**src/rtl/controlador_vitais_if.sv**
```systemverilog
// Pet state / vitals bus between the state controller (master) and the
// vitals tracker (slave).
interface controlador_vitais_if #(
    parameter int WIDTH = 4
);
    logic [3:0]       estado;
    logic [WIDTH-1:0] fome;
    logic [WIDTH-1:0] energia;
    logic             morreu;
    logic             alerta_fome;
    logic             alerta_sono;
    logic             tick;

    modport master (
        output estado,
        input  fome, energia, morreu, alerta_fome, alerta_sono, tick
    );

    modport slave (
        input  estado,
        output fome, energia, morreu, alerta_fome, alerta_sono, tick
    );
endinterface

```
**src/rtl/controlador_vitais.sv**
```systemverilog
// Hunger/energy meters for the pet, updated on a prescaled game tick from the
// one-hot state code; raises a sticky death flag and threshold alerts.
module controlador_vitais #(
    parameter int TICK_DIV    = 50000000,
    parameter int WIDTH       = 4,
    parameter int LIMIAR_FOME = 12,
    parameter int LIMIAR_SONO = 3
) (
    input  logic               clk,
    input  logic               rst,
    controlador_vitais_if.slave vit
);
    localparam int               CW       = (TICK_DIV > 1) ? $clog2(TICK_DIV) : 1;
    localparam logic [CW-1:0]    CNT_LAST = CW'(TICK_DIV - 1);
    localparam logic [WIDTH-1:0] MAX      = '1;
    localparam logic [WIDTH-1:0] LIM_F    = WIDTH'(LIMIAR_FOME);
    localparam logic [WIDTH-1:0] LIM_S    = WIDTH'(LIMIAR_SONO);

    logic [CW-1:0]     cnt_q, cnt_d;
    logic              tick_q, tick_evt;
    logic [WIDTH-1:0]  fome_q, fome_d, energia_q, energia_d;
    logic              morreu_q;
    logic signed [2:0] dfome, denergia;

    // Two extra bits: the top one flags underflow, the next one overflow.
    function automatic logic [WIDTH-1:0] sat_add(input logic [WIDTH-1:0] v,
                                                 input logic signed [2:0] d);
        logic [WIDTH+1:0] s;
        s = {2'b00, v} + {{(WIDTH-1){d[2]}}, d};
        if (s[WIDTH+1])  return '0;
        else if (s[WIDTH]) return MAX;
        else             return s[WIDTH-1:0];
    endfunction

    assign tick_evt = (cnt_q == CNT_LAST);
    assign cnt_d    = tick_evt ? '0 : cnt_q + 1'b1;

    always_comb begin
        dfome    = 3'sd0;
        denergia = 3'sd0;
        case (vit.estado)
            4'b0000: begin dfome =  3'sd1; denergia = -3'sd1; end
            4'b0001: begin dfome =  3'sd1; denergia =  3'sd2; end
            4'b0010: begin dfome = -3'sd2; denergia = -3'sd1; end
            4'b0100: begin dfome =  3'sd1; denergia = -3'sd2; end
            default: begin dfome =  3'sd0; denergia =  3'sd0; end
        endcase
        fome_d    = sat_add(fome_q, dfome);
        energia_d = sat_add(energia_q, denergia);
    end

    always_ff @(posedge clk or posedge rst) begin
        if (rst) begin
            cnt_q     <= '0;
            tick_q    <= 1'b0;
            fome_q    <= '0;
            energia_q <= MAX;
            morreu_q  <= 1'b0;
        end else begin
            cnt_q  <= cnt_d;
            tick_q <= tick_evt;
            // Once dead the meters freeze; the prescaler keeps running.
            if (tick_evt && !morreu_q) begin
                fome_q    <= fome_d;
                energia_q <= energia_d;
                morreu_q  <= (fome_d == MAX) || (energia_d == '0);
            end
        end
    end

    assign vit.fome        = fome_q;
    assign vit.energia     = energia_q;
    assign vit.morreu      = morreu_q;
    assign vit.tick        = tick_q;
    assign vit.alerta_fome = (fome_q >= LIM_F);
    assign vit.alerta_sono = (energia_q <= LIM_S);
endmodule

```
**src/flat_wrapper.sv**
```systemverilog
// flat-port wrapper written by rule: the top's interface ports become plain ports
module controlador_vitais_flat 
#(
    parameter int TICK_DIV    = 50000000,
    parameter int WIDTH       = 4,
    parameter int LIMIAR_FOME = 12,
    parameter int LIMIAR_SONO = 3
)
  (clk, rst, vit_estado, vit_fome, vit_energia, vit_morreu, vit_alerta_fome, vit_alerta_sono, vit_tick);
  controlador_vitais_if #(.WIDTH(WIDTH)) vit_i ();
  input  logic clk;
  input  logic rst;
  input wire logic [$bits(vit_i.estado)-1:0] vit_estado;
  output wire logic [$bits(vit_i.fome)-1:0] vit_fome;
  output wire logic [$bits(vit_i.energia)-1:0] vit_energia;
  output wire logic [$bits(vit_i.morreu)-1:0] vit_morreu;
  output wire logic [$bits(vit_i.alerta_fome)-1:0] vit_alerta_fome;
  output wire logic [$bits(vit_i.alerta_sono)-1:0] vit_alerta_sono;
  output wire logic [$bits(vit_i.tick)-1:0] vit_tick;
  assign vit_i.estado = vit_estado;
  assign vit_fome = vit_i.fome;
  assign vit_energia = vit_i.energia;
  assign vit_morreu = vit_i.morreu;
  assign vit_alerta_fome = vit_i.alerta_fome;
  assign vit_alerta_sono = vit_i.alerta_sono;
  assign vit_tick = vit_i.tick;
  controlador_vitais #(.TICK_DIV(TICK_DIV), .WIDTH(WIDTH), .LIMIAR_FOME(LIMIAR_FOME), .LIMIAR_SONO(LIMIAR_SONO)) u_core (.clk(clk), .rst(rst), .vit(vit_i));
endmodule
```
**config.mk**
```make
export PLATFORM = sky130hd
export DESIGN_NAME = controlador_vitais_flat
export DESIGN_NICKNAME = d
export VERILOG_FILES = /design/src/rtl/controlador_vitais_if.sv /design/src/rtl/controlador_vitais.sv /design/src/flat_wrapper.sv
export SDC_FILE = /design/constraint.sdc
export NUM_CORES = 1
export LEC_CHECK = 0
export ABC_AREA = 1
export CORE_ASPECT_RATIO = 0.7
export CORE_MARGIN = 2
export CORE_UTILIZATION = 40
export DETAILED_ROUTE_END_ITERATION = 10
export SLEW_MARGIN = 20
export SYNTH_ARGS = -nofsm -noshare
export SYNTH_HDL_FRONTEND = slang
export SYNTH_SLANG_ARGS = --single-unit
```
**constraint.sdc**
```tcl
create_clock -name clk -period 4 [get_ports clk]
set_input_delay 0.8 -clock clk [delete_from_list [all_inputs] [get_ports clk]]
set_output_delay 0.8 -clock clk [all_outputs]
set_load 0.02 [all_outputs]
```
# After elaboration in Yosys (flattened, before gate mapping)
# Index checks and enable logic that the tools add are counted.
[op_classes]
n_addsub = 3
magnitude_cmp = 2
eq_ne = 5
muxes = 7
reduce_logical = 7
[op_table]
columns = ["op", "count"]
rows = [
  ["26-bit by 1-bit adder with 26-bit output, second input constant", 1],
  ["26-bit == test, second input constant", 1],
  ["26-bit two-way mux", 1],
  ["4-bit two-way mux", 4],
  ["5-bit by 3-bit adder with 6-bit output", 2],
  ["3-bit one-hot mux with 3 select lines", 1],
  ["4-bit zero test", 2],
  ["3-bit one-hot mux with 2 select lines", 1],
  ["4-bit by 1-bit == test with 1-bit output, second input constant", 1],
  ["4-bit by 2-bit == test with 1-bit output, second input constant", 1],
  ["4-bit by 3-bit == test with 1-bit output, second input constant", 1],
  ["4-bit == test, second input constant", 1],
  ["4-bit greater-or-equal comparator, second input constant", 1],
  ["4-bit by 2-bit less-or-equal comparator with 1-bit output, second input constant", 1],
  ["3-bit OR reduction", 1],
  ["2-bit OR reduction", 1],
  ["1-bit logical AND", 1],
  ["1-bit zero test", 1],
  ["1-bit logical OR", 1],
]
[totals]
reg_bits = 36
out_inout_bits = 12
wordCells = 29

# Depth between registers and ports, before layout
# Gate-level depths: netlist (run 1).
[logic_depth]
ltp_word = 8
depth_mapped = 16
depth_no_buf = 16

# Worst setup path after synthesis (run 1)
# No wires, ideal clock.
[synth_path]
kind = "in2reg"
startpoint = "in vit_estado[2]"
endpoint = "reg u_core.morreu_q (netlist: u_core.vit.morreu)"
setup_time_ns = 0.118
arrival_ns = 2.174
required_time_ns = 3.882
path_slack_ns = 1.707
cell_stages = 12
n_path_buf = 0
cell_sequence = "a211o_1 > inv_1 > ha_1 > fa_1 > nand3_1 > nand3_1 > nand2_1 > o21ai_0 > nand3_1 > nor2_1 > nor2_1 > nand2_1"
[synth_via]
elab_chain_len = 8
word_cells_on_any_way = 17
classes_between = "add/sub: 2; eq/ne: 4; mux: 6; reduce/logical: 5"
[synth_rtl]
columns = ["element", "line_no", "rtl"]
rows = [
  ["start, declared", "flat_wrapper.sv:13", "input wire logic [$bits(vit_i.estado)-1:0] vit_estado;"],
  ["4-bit by 1-bit == test with 1-bit output (tied with other cells)", "controlador_vitais.sv:41", "case (vit.estado)"],
  ["3-bit OR reduction (no source line) / 2-bit OR reduction (equally long branches)", "-", ""],
  ["3-bit one-hot mux with 2 select lines / 3-bit one-hot mux with 3 select lines (equally long branches)", "controlador_vitais.sv:41", ""],
  ["5-bit by 3-bit adder with 6-bit output", "controlador_vitais.sv:29", "s = {2'b00, v} + {{(WIDTH-1){d[2]}}, d};"],
  ["4-bit two-way mux", "controlador_vitais.sv:31", "else if (s[WIDTH]) return MAX;"],
  ["4-bit two-way mux", "controlador_vitais.sv:30", "if (s[WIDTH+1]) return '0;"],
  ["4-bit == test / 4-bit zero test (equally long branches)", "controlador_vitais.sv:66", "morreu_q <= (fome_d == MAX) || (energia_d == '0);"],
  ["1-bit logical OR *", "controlador_vitais.sv:66", ""],
  ["end signal, assigned", "controlador_vitais.sv:66", ""],
  ["end, declared", "controlador_vitais.sv:22", "logic morreu_q;"],
]
# Every way passes the cells marked *; elsewhere a longest branch is shown, timed or not.
# A chain may end at the register's enable or synchronous reset.

# Final worst setup path (run 1)
[layout_path]
startpoint = "in vit_estado[0]"
endpoint = "reg u_core.morreu_q (netlist: u_core.vit.morreu)"
# Same word-level chain as after synthesis.

==> results_dict.tcl, run 1 <==
set metrics [dict create \
    synthFlopType "dfrtp_1" \
    fin_util_pct 47.5 \
    min_path_type "flop to flop" \
    drt_iter0_markers 88 \
    power.share.clock_pct 39.9 \
    vias_per_cell 4.84 \
    place.gp.congestion 0.847 \
    rsz0062_at_grt "no" \
    port_buffers 17 \
    placed_cells 408 \
    worstPathArrival_ns 2.95 \
    timing.setup.tns_ns 0 \
    cellPowerDensity_nw_per_um2 258 \
    grtUsageTotal_pct 17.2 \
    clk_latency_ns 0.30 \
    synth_area_per_cell_um2 7.43 \
    cp-end-kind "flop" \
    rows 23 \
    ctsRootBufferMaster "clkbuf_8" \
    ctsHoldBuffers 0 \
    n_antenna_cell 0 \
    dieArea_um2 6510 \
    clk_pin_slew_worst_paths_ns 0.08 \
    vdd_drop_max_mv 0.116 \
    p_int_uw 526 \
    timing.fmax_mhz 368 \
    place_area_um2 2620 \
    synth-edff-count 0 \
    clock_path_buffers 2 \
    grt_max_degree 20 \
    start_util_pct 41.2 \
    skew_ns 0.0120 \
    postRouteAntennaNets 0 \
    async_reset_ff_share_pct 100 \
    cap_violations 0 \
    cts.sinks 36 \
    start_kind "input port" \
    yosys_warnings 0 \
    syn-cell-area_um2 2350 \
    ys_seq_elements 36 \
    grt_pass1_wl_um 8410 \
    critical_path_class "input port to flop" \
    crit_path_max_fanout 6 \
    period_needed_ns 2.72 \
    num_vias 2014 \
    status "finished, final reports clean" \
    finalPower_uw 699 \
    swShare_pct 24.8 \
    grt_overflow_total 0 \
    drive_above_1_share_pct 10.6 \
    area_growth_pct 15.3 \
    combPwrFrac_pct 7.7 \
    nets 356 \
    worst_slew_pin_slew_ns 0.728 \
    antenna_found_initial 0 \
    post-dp-hpwl_um 4100 \
    fin_cells 416 \
    finalSetupViolations 0 \
    ys_types 25 \
    drc 0 \
    htreeDepth 2 \
    ioPinCount 18 \
    dieWidth_um 95.6 \
    hold_violations 0 \
    wl_per_cell_um 12.3 \
    worst_hold_slack_ns 0.496 \
    leakage_nw 1.36 \
    slew_headroom_pct 51.4 \
    grt_pass1_vias 1819 \
    synth-seq-area-share_pct 38.6 \
    synth_nets 332 \
    first_pass_iters 4 \
    switchingPower_uw 174 \
    p_seq_share_pct 52.4 \
    post_cts_buffers 0 \
    fin_crit_sh_pct 67.9 \
    place_ws_ns 0.970 \
    cts_resized 0 \
    die_y_um 68.1 \
    cp.required_ns 4.23 \
    cts_made_buffers 5 \
    design_area_um2 2710 \
    core-area_um2 5700 \
    synth_cells 316 \
    cts_tree "built" \
    report.final.slew_viol_count 0 \
    drt_wl_total_um 5140 \
    timing.final.ws_setup_ns 1.28 \
]
[cells by family after synthesis]
logic type | Yosys count | share of synthesized area [%]
buffers and inverters | 48 | 7.72
adder cells (fa/ha/maj) | 10 | 5.97
flip-flops | 36 | 38.6
XOR/XNOR | 18 | 6.71
AND/OR/NAND/NOR | 183 | 36.4
AO/OA/AOI/OAI | 21 | 4.63
[cell usage in the layout (no fill, tap or decap)]
cell / synthesis / routed
clkbuf_8: 0 / 6
nand2_2: 5 / 5
clkinvlp_4: 0 / 1
nand4_2: 1 / 1
xor2_1: 14 / 14
a211o_1: 1 / 1
xnor2_1: 4 / 4
o21ai_1: 5 / 5
nand2_1: 76 / 76
nor3_1: 11 / 11
dfrtp_1: 32 / 32
nor4_2: 1 / 1
nand3_1: 32 / 32
ha_1: 8 / 8
clkdlybuf4s50_1: 0 / 17
nand3b_1: 2 / 2
nor3_2: 1 / 1
fa_1: 2 / 2
nor2_4: 4 / 4
nor2_2: 6 / 6
o21ai_0: 7 / 7
inv_2: 6 / 6
inv_1: 41 / 41
clkbuf_1: 0 / 1
buf_4: 0 / 1
a21oi_1: 8 / 8
nand4_1: 10 / 10
dfstp_2: 4 / 4
nor2_1: 34 / 34
[power groups by stage]
stage / clock network [mW] / logic (mW) / registers, mW
6_report: 0.279 / 0.0539 / 0.366
4_1_cts: 0.288 / 0.0548 / 0.366
3_5_place_dp: 0 / 0.0545 / 0.373
2_1_floorplan: 0 / 0.0364 / 0.374
5_1_grt: 0.307 / 0.0629 / 0.366
3_3_place_gp: 0 / 0.0540 / 0.373
[worst max-delay path, cell delays in order]
cell,delay [ns]
clkdlybuf4s50_1,0.52
nor2_1,0.06
nand2_1,0.15
inv_2,0.10
ha_1,0.38
nand2_1,0.08
nand2_1,0.08
nand2_1,0.05
nand3_1,0.09
xor2_1,0.27
nand2_1,0.13
nor2_1,0.13
nor2_1,0.04
nand2_1,0.06
[path summary, 6_finish.rpt]
| path | from | slack [ns] | cells past startpoint | end |
|---|---|---|---|---|
| worst max-delay path | vit_estado[0] | 1.28 | 14 | u_core.vit.morreu |
| worst min-delay path | u_core.vit.energia[0] | 0.50 | 2 | u_core.vit.energia[0] |
| worst max register to register | u_core.cnt_q[0] | 2.00 | 9 | u_core.vit.morreu |
| worst min register to register | u_core.vit.energia[0] | 0.50 | 2 | u_core.vit.energia[0] |
| max in group asynchronous | rst | 2.35 | 3 | u_core.cnt_q[18] |
| min in group asynchronous | rst | 0.92 | 2 | u_core.cnt_q[16] |
[layer usage]
layer  track usage (%)  share of wire, %
met5                 0                 0
met4              4.82              0.64
met3              4.19               4.6
met2              24.0                40
met1              26.0                55
[cell usage after synthesis, types with 2 or more instances]
cell type	number	area (um^2)
nand2_1	76	285
inv_1	41	154
nor2_1	34	128
dfrtp_1	32	801
nand3_1	32	160
xor2_1	14	123
nor3_1	11	55.1
nand4_1	10	62.6
a21oi_1	8	40.0
ha_1	8	100
o21ai_0	7	35.0
inv_2	6	22.5
nor2_2	6	37.5
nand2_2	5	31.3
o21ai_1	5	25.0
dfstp_2	4	105
nor2_4	4	45.0
xnor2_1	4	35.0
fa_1	2	40.0
nand3b_1	2	15.0
[state kept, by name (all words and copies together) (netlist names)]
register / count
u_core.cnt_q: 26
u_core.vit.energia: 4
u_core.vit.fome: 4
u_core.vit.morreu: 1
u_core.vit.tick: 1
[area by class of cell]
type,count,area (um^2)
inverters,47,176
repair buffers,18,178
clock buffers,7,86.3
flip-flops and latches,36,906
clock inverters,1,7.51
well taps,75,93.8
multi-input cells,232,1260
fillers,564,2990
No activity file was read; power rests on OpenSTA's default activity.
==> run 2: changes to the inputs <==
- clock period: 4 -> 2.5 ns (I/O delays scaled with it)
==> run 2 against run 1 <==
  * Cell count rose by 3.1%
  * Final area grew 5.4%
  * Register-to-register slack got worse by 1.3 ns
  * Critical path type unchanged
  * Combinational power is 87% higher
  * Clock power up 100%
  * Clock-buffer cell count is the same
  * Setup slack worse by 1.1 ns
  * Critical path depth fell by 1
  * Power rose by 79%
==> results_dict.tcl, run 2 (synthesis results as in run 1) <==
set metrics [dict create \
    final_cell_mix "nand2_1, inv_1, nor2_1" \
    n_fill_cell 561 \
    p_int_uw 980 \
    p_seq_share_pct 46.8 \
    nets 369 \
    timing.final.ws_setup_ns 0.199 \
    start_util_pct 41.2 \
    fin_cells 429 \
    hold_violations 0 \
    first_pass_iters 4 \
    crit_top_cell "nand2_1" \
    slew_headroom_pct 69.1 \
    switchingPower_uw 273 \
    cp.required_ns 2.67 \
    rows 23 \
    post-dp-hpwl_um 4140 \
    clk_pin_slew_worst_paths_ns 0.07 \
    grtUsageTotal_pct 18.0 \
    place_area_um2 2710 \
    largest_reg_flops 26 \
    crit_path_max_fanout 3 \
    cts.sinks 36 \
    power.share.clock_pct 45.2 \
    combPwrFrac_pct 8.0 \
    start_kind "input port" \
    dieWidth_um 95.6 \
    grt_max_degree 37 \
    cp-end-kind "flop" \
    n_antenna_cell 0 \
    largest_register "u_core.cnt_q" \
    wl_per_cell_um 12.4 \
    drive_above_1_share_pct 15.3 \
    core-area_um2 5700 \
    drt_wl_total_um 5340 \
    reg2regPathDepth 8 \
    clk_latency_ns 0.29 \
    worstPathArrival_ns 2.48 \
    ctsRootBufferMaster "clkbuf_8" \
    design_area_um2 2850 \
    period_needed_ns 2.30 \
    place_ws_ns -0.100 \
    antenna_found_initial 0 \
    worst_slew_pin_slew_ns 0.463 \
    port_buffers 17 \
    grt_overflow_total 0 \
    grt.met3_usage_pct 3.96 \
    crit_slowest_cell "clkdlybuf4s50_1" \
    fin_crit_sh_pct 92.0 \
    die_y_um 68.1 \
    grt_pass1_wl_um 8970 \
    vdd_drop_max_mv 0.254 \
    timing.fmax_mhz 435 \
    skew_ns 0.00794 \
    report.final.slew_viol_count 0 \
    gr-max-usage-layer "met1" \
    drt_iter0_markers 125 \
    area_growth_pct 21.5 \
    hold_depth 2 \
    drc 0 \
    rsz0062_at_grt "no" \
    use_met1_pct 29.3 \
    clock_path_buffers 2 \
    status "finished, final reports clean" \
    grt_util_met2_pct 23.5 \
    slowest_delay_ns 0.51 \
    dieArea_um2 6510 \
    worst_hold_slack_ns 0.488 \
    path_cells "clkdlybuf4s50_1 -> buf_4 -> nor3_1 -> ha_1 -> fa_1 -> inv_1 -> nand3_1 -> nand2_1 -> inv_1 -> nand3_1 -> nand2_1 -> nand4_1 -> nand2_1" \
    critical_path_class "input port to flop" \
    ioPinCount 18 \
    leakage_nw 1.45 \
    fin_util_pct 50.1 \
    cts_tree "built" \
    swShare_pct 21.8 \
    final_common_cell "nand2_1" \
    grt_pass1_vias 1861 \
    cap_violations 0 \
    min_path_type "flop to flop" \
    htreeDepth 2 \
    placed_cells 420 \
    cellPowerDensity_nw_per_um2 439 \
    vias_per_cell 4.85 \
    finalSetupViolations 0 \
    cts_made_buffers 5 \
    place.gp.congestion 0.845 \
    postRouteAntennaNets 0 \
    num_vias 2081 \
]
-- run 2: cell count changes in the layout (fill, tap and decap cells not counted), sizes merged --
cell / delta
buf: +13
bufinv: +1
clkinvlp: -1
-- run 2: final cells by class --
cell class	instances	area (um^2)	share of cell area [%]
Sequential cell	36	906	31.7
Timing Repair Buffer	31	275	9.64
Clock inverter	1	30.0	1.05
Multi-Input combinational cell	232	1280	44.7
Inverter	47	176	6.18
Tap cell	75	93.8	3.29
Clock buffer	7	96.3	3.38
-- run 2: path summary, 6_finish.rpt --
path / start / to / slack (ns)
max reg2reg: u_core.cnt_q[0] / u_core.cnt_q[23] / 0.69
max: vit_estado[0] / u_core.vit.morreu / 0.20
max in group asynchronous: rst / u_core.vit.energia[1] / 1.52
min: u_core.vit.energia[0] / u_core.vit.energia[0] / 0.49
min reg2reg: u_core.vit.energia[0] / u_core.vit.energia[0] / 0.49
min in group asynchronous: rst / u_core.cnt_q[6] / 0.61
-- run 2: timing repair --
action | CTS | global route
hold buffers | 0 | 0
buffers inserted | 0 | 1
endpoints found under the setup margin | 0 | 1
gates resized for setup | 0 | 4
-- run 2: metrics by stage --
| stage | TNS [ns] | power, mW |
|---|---|---|
| 2_1_floorplan | 0 | 0.656 |
| 5_1_grt | 0 | 1.31 |
| 3_3_place_gp | -0.144 | 0.694 |
| 6_report | 0 | 1.25 |
| 3_5_place_dp | -0.316 | 0.696 |
| 4_1_cts | 0 | 1.27 |
-- run 2: power by group through the flow --
stage	Sequential, mW	Combinational [mW]	Clock [mW]
after floorplan	0.598	0.0582	0
after global placement	0.597	0.0971	0
after detailed placement	0.597	0.0985	0
after CTS	0.586	0.0988	0.581
after global routing	0.586	0.116	0.612
final	0.586	0.101	0.566
-- run 2: critical path, delay by kind of cell --
kind / cells / cell delay (ns)
buffers and inverters: 4 / 0.80
adder cells (fa/ha/maj): 2 / 0.62
AND/OR/NAND/NOR: 7 / 0.56
-- run 2: layer usage --
layer  part of all wire, %  up-vias
met5                     0        -
met4                  0.36        0
met3                   3.5        2
met2                    40       34
met1                    56      958
li1                      -     1087
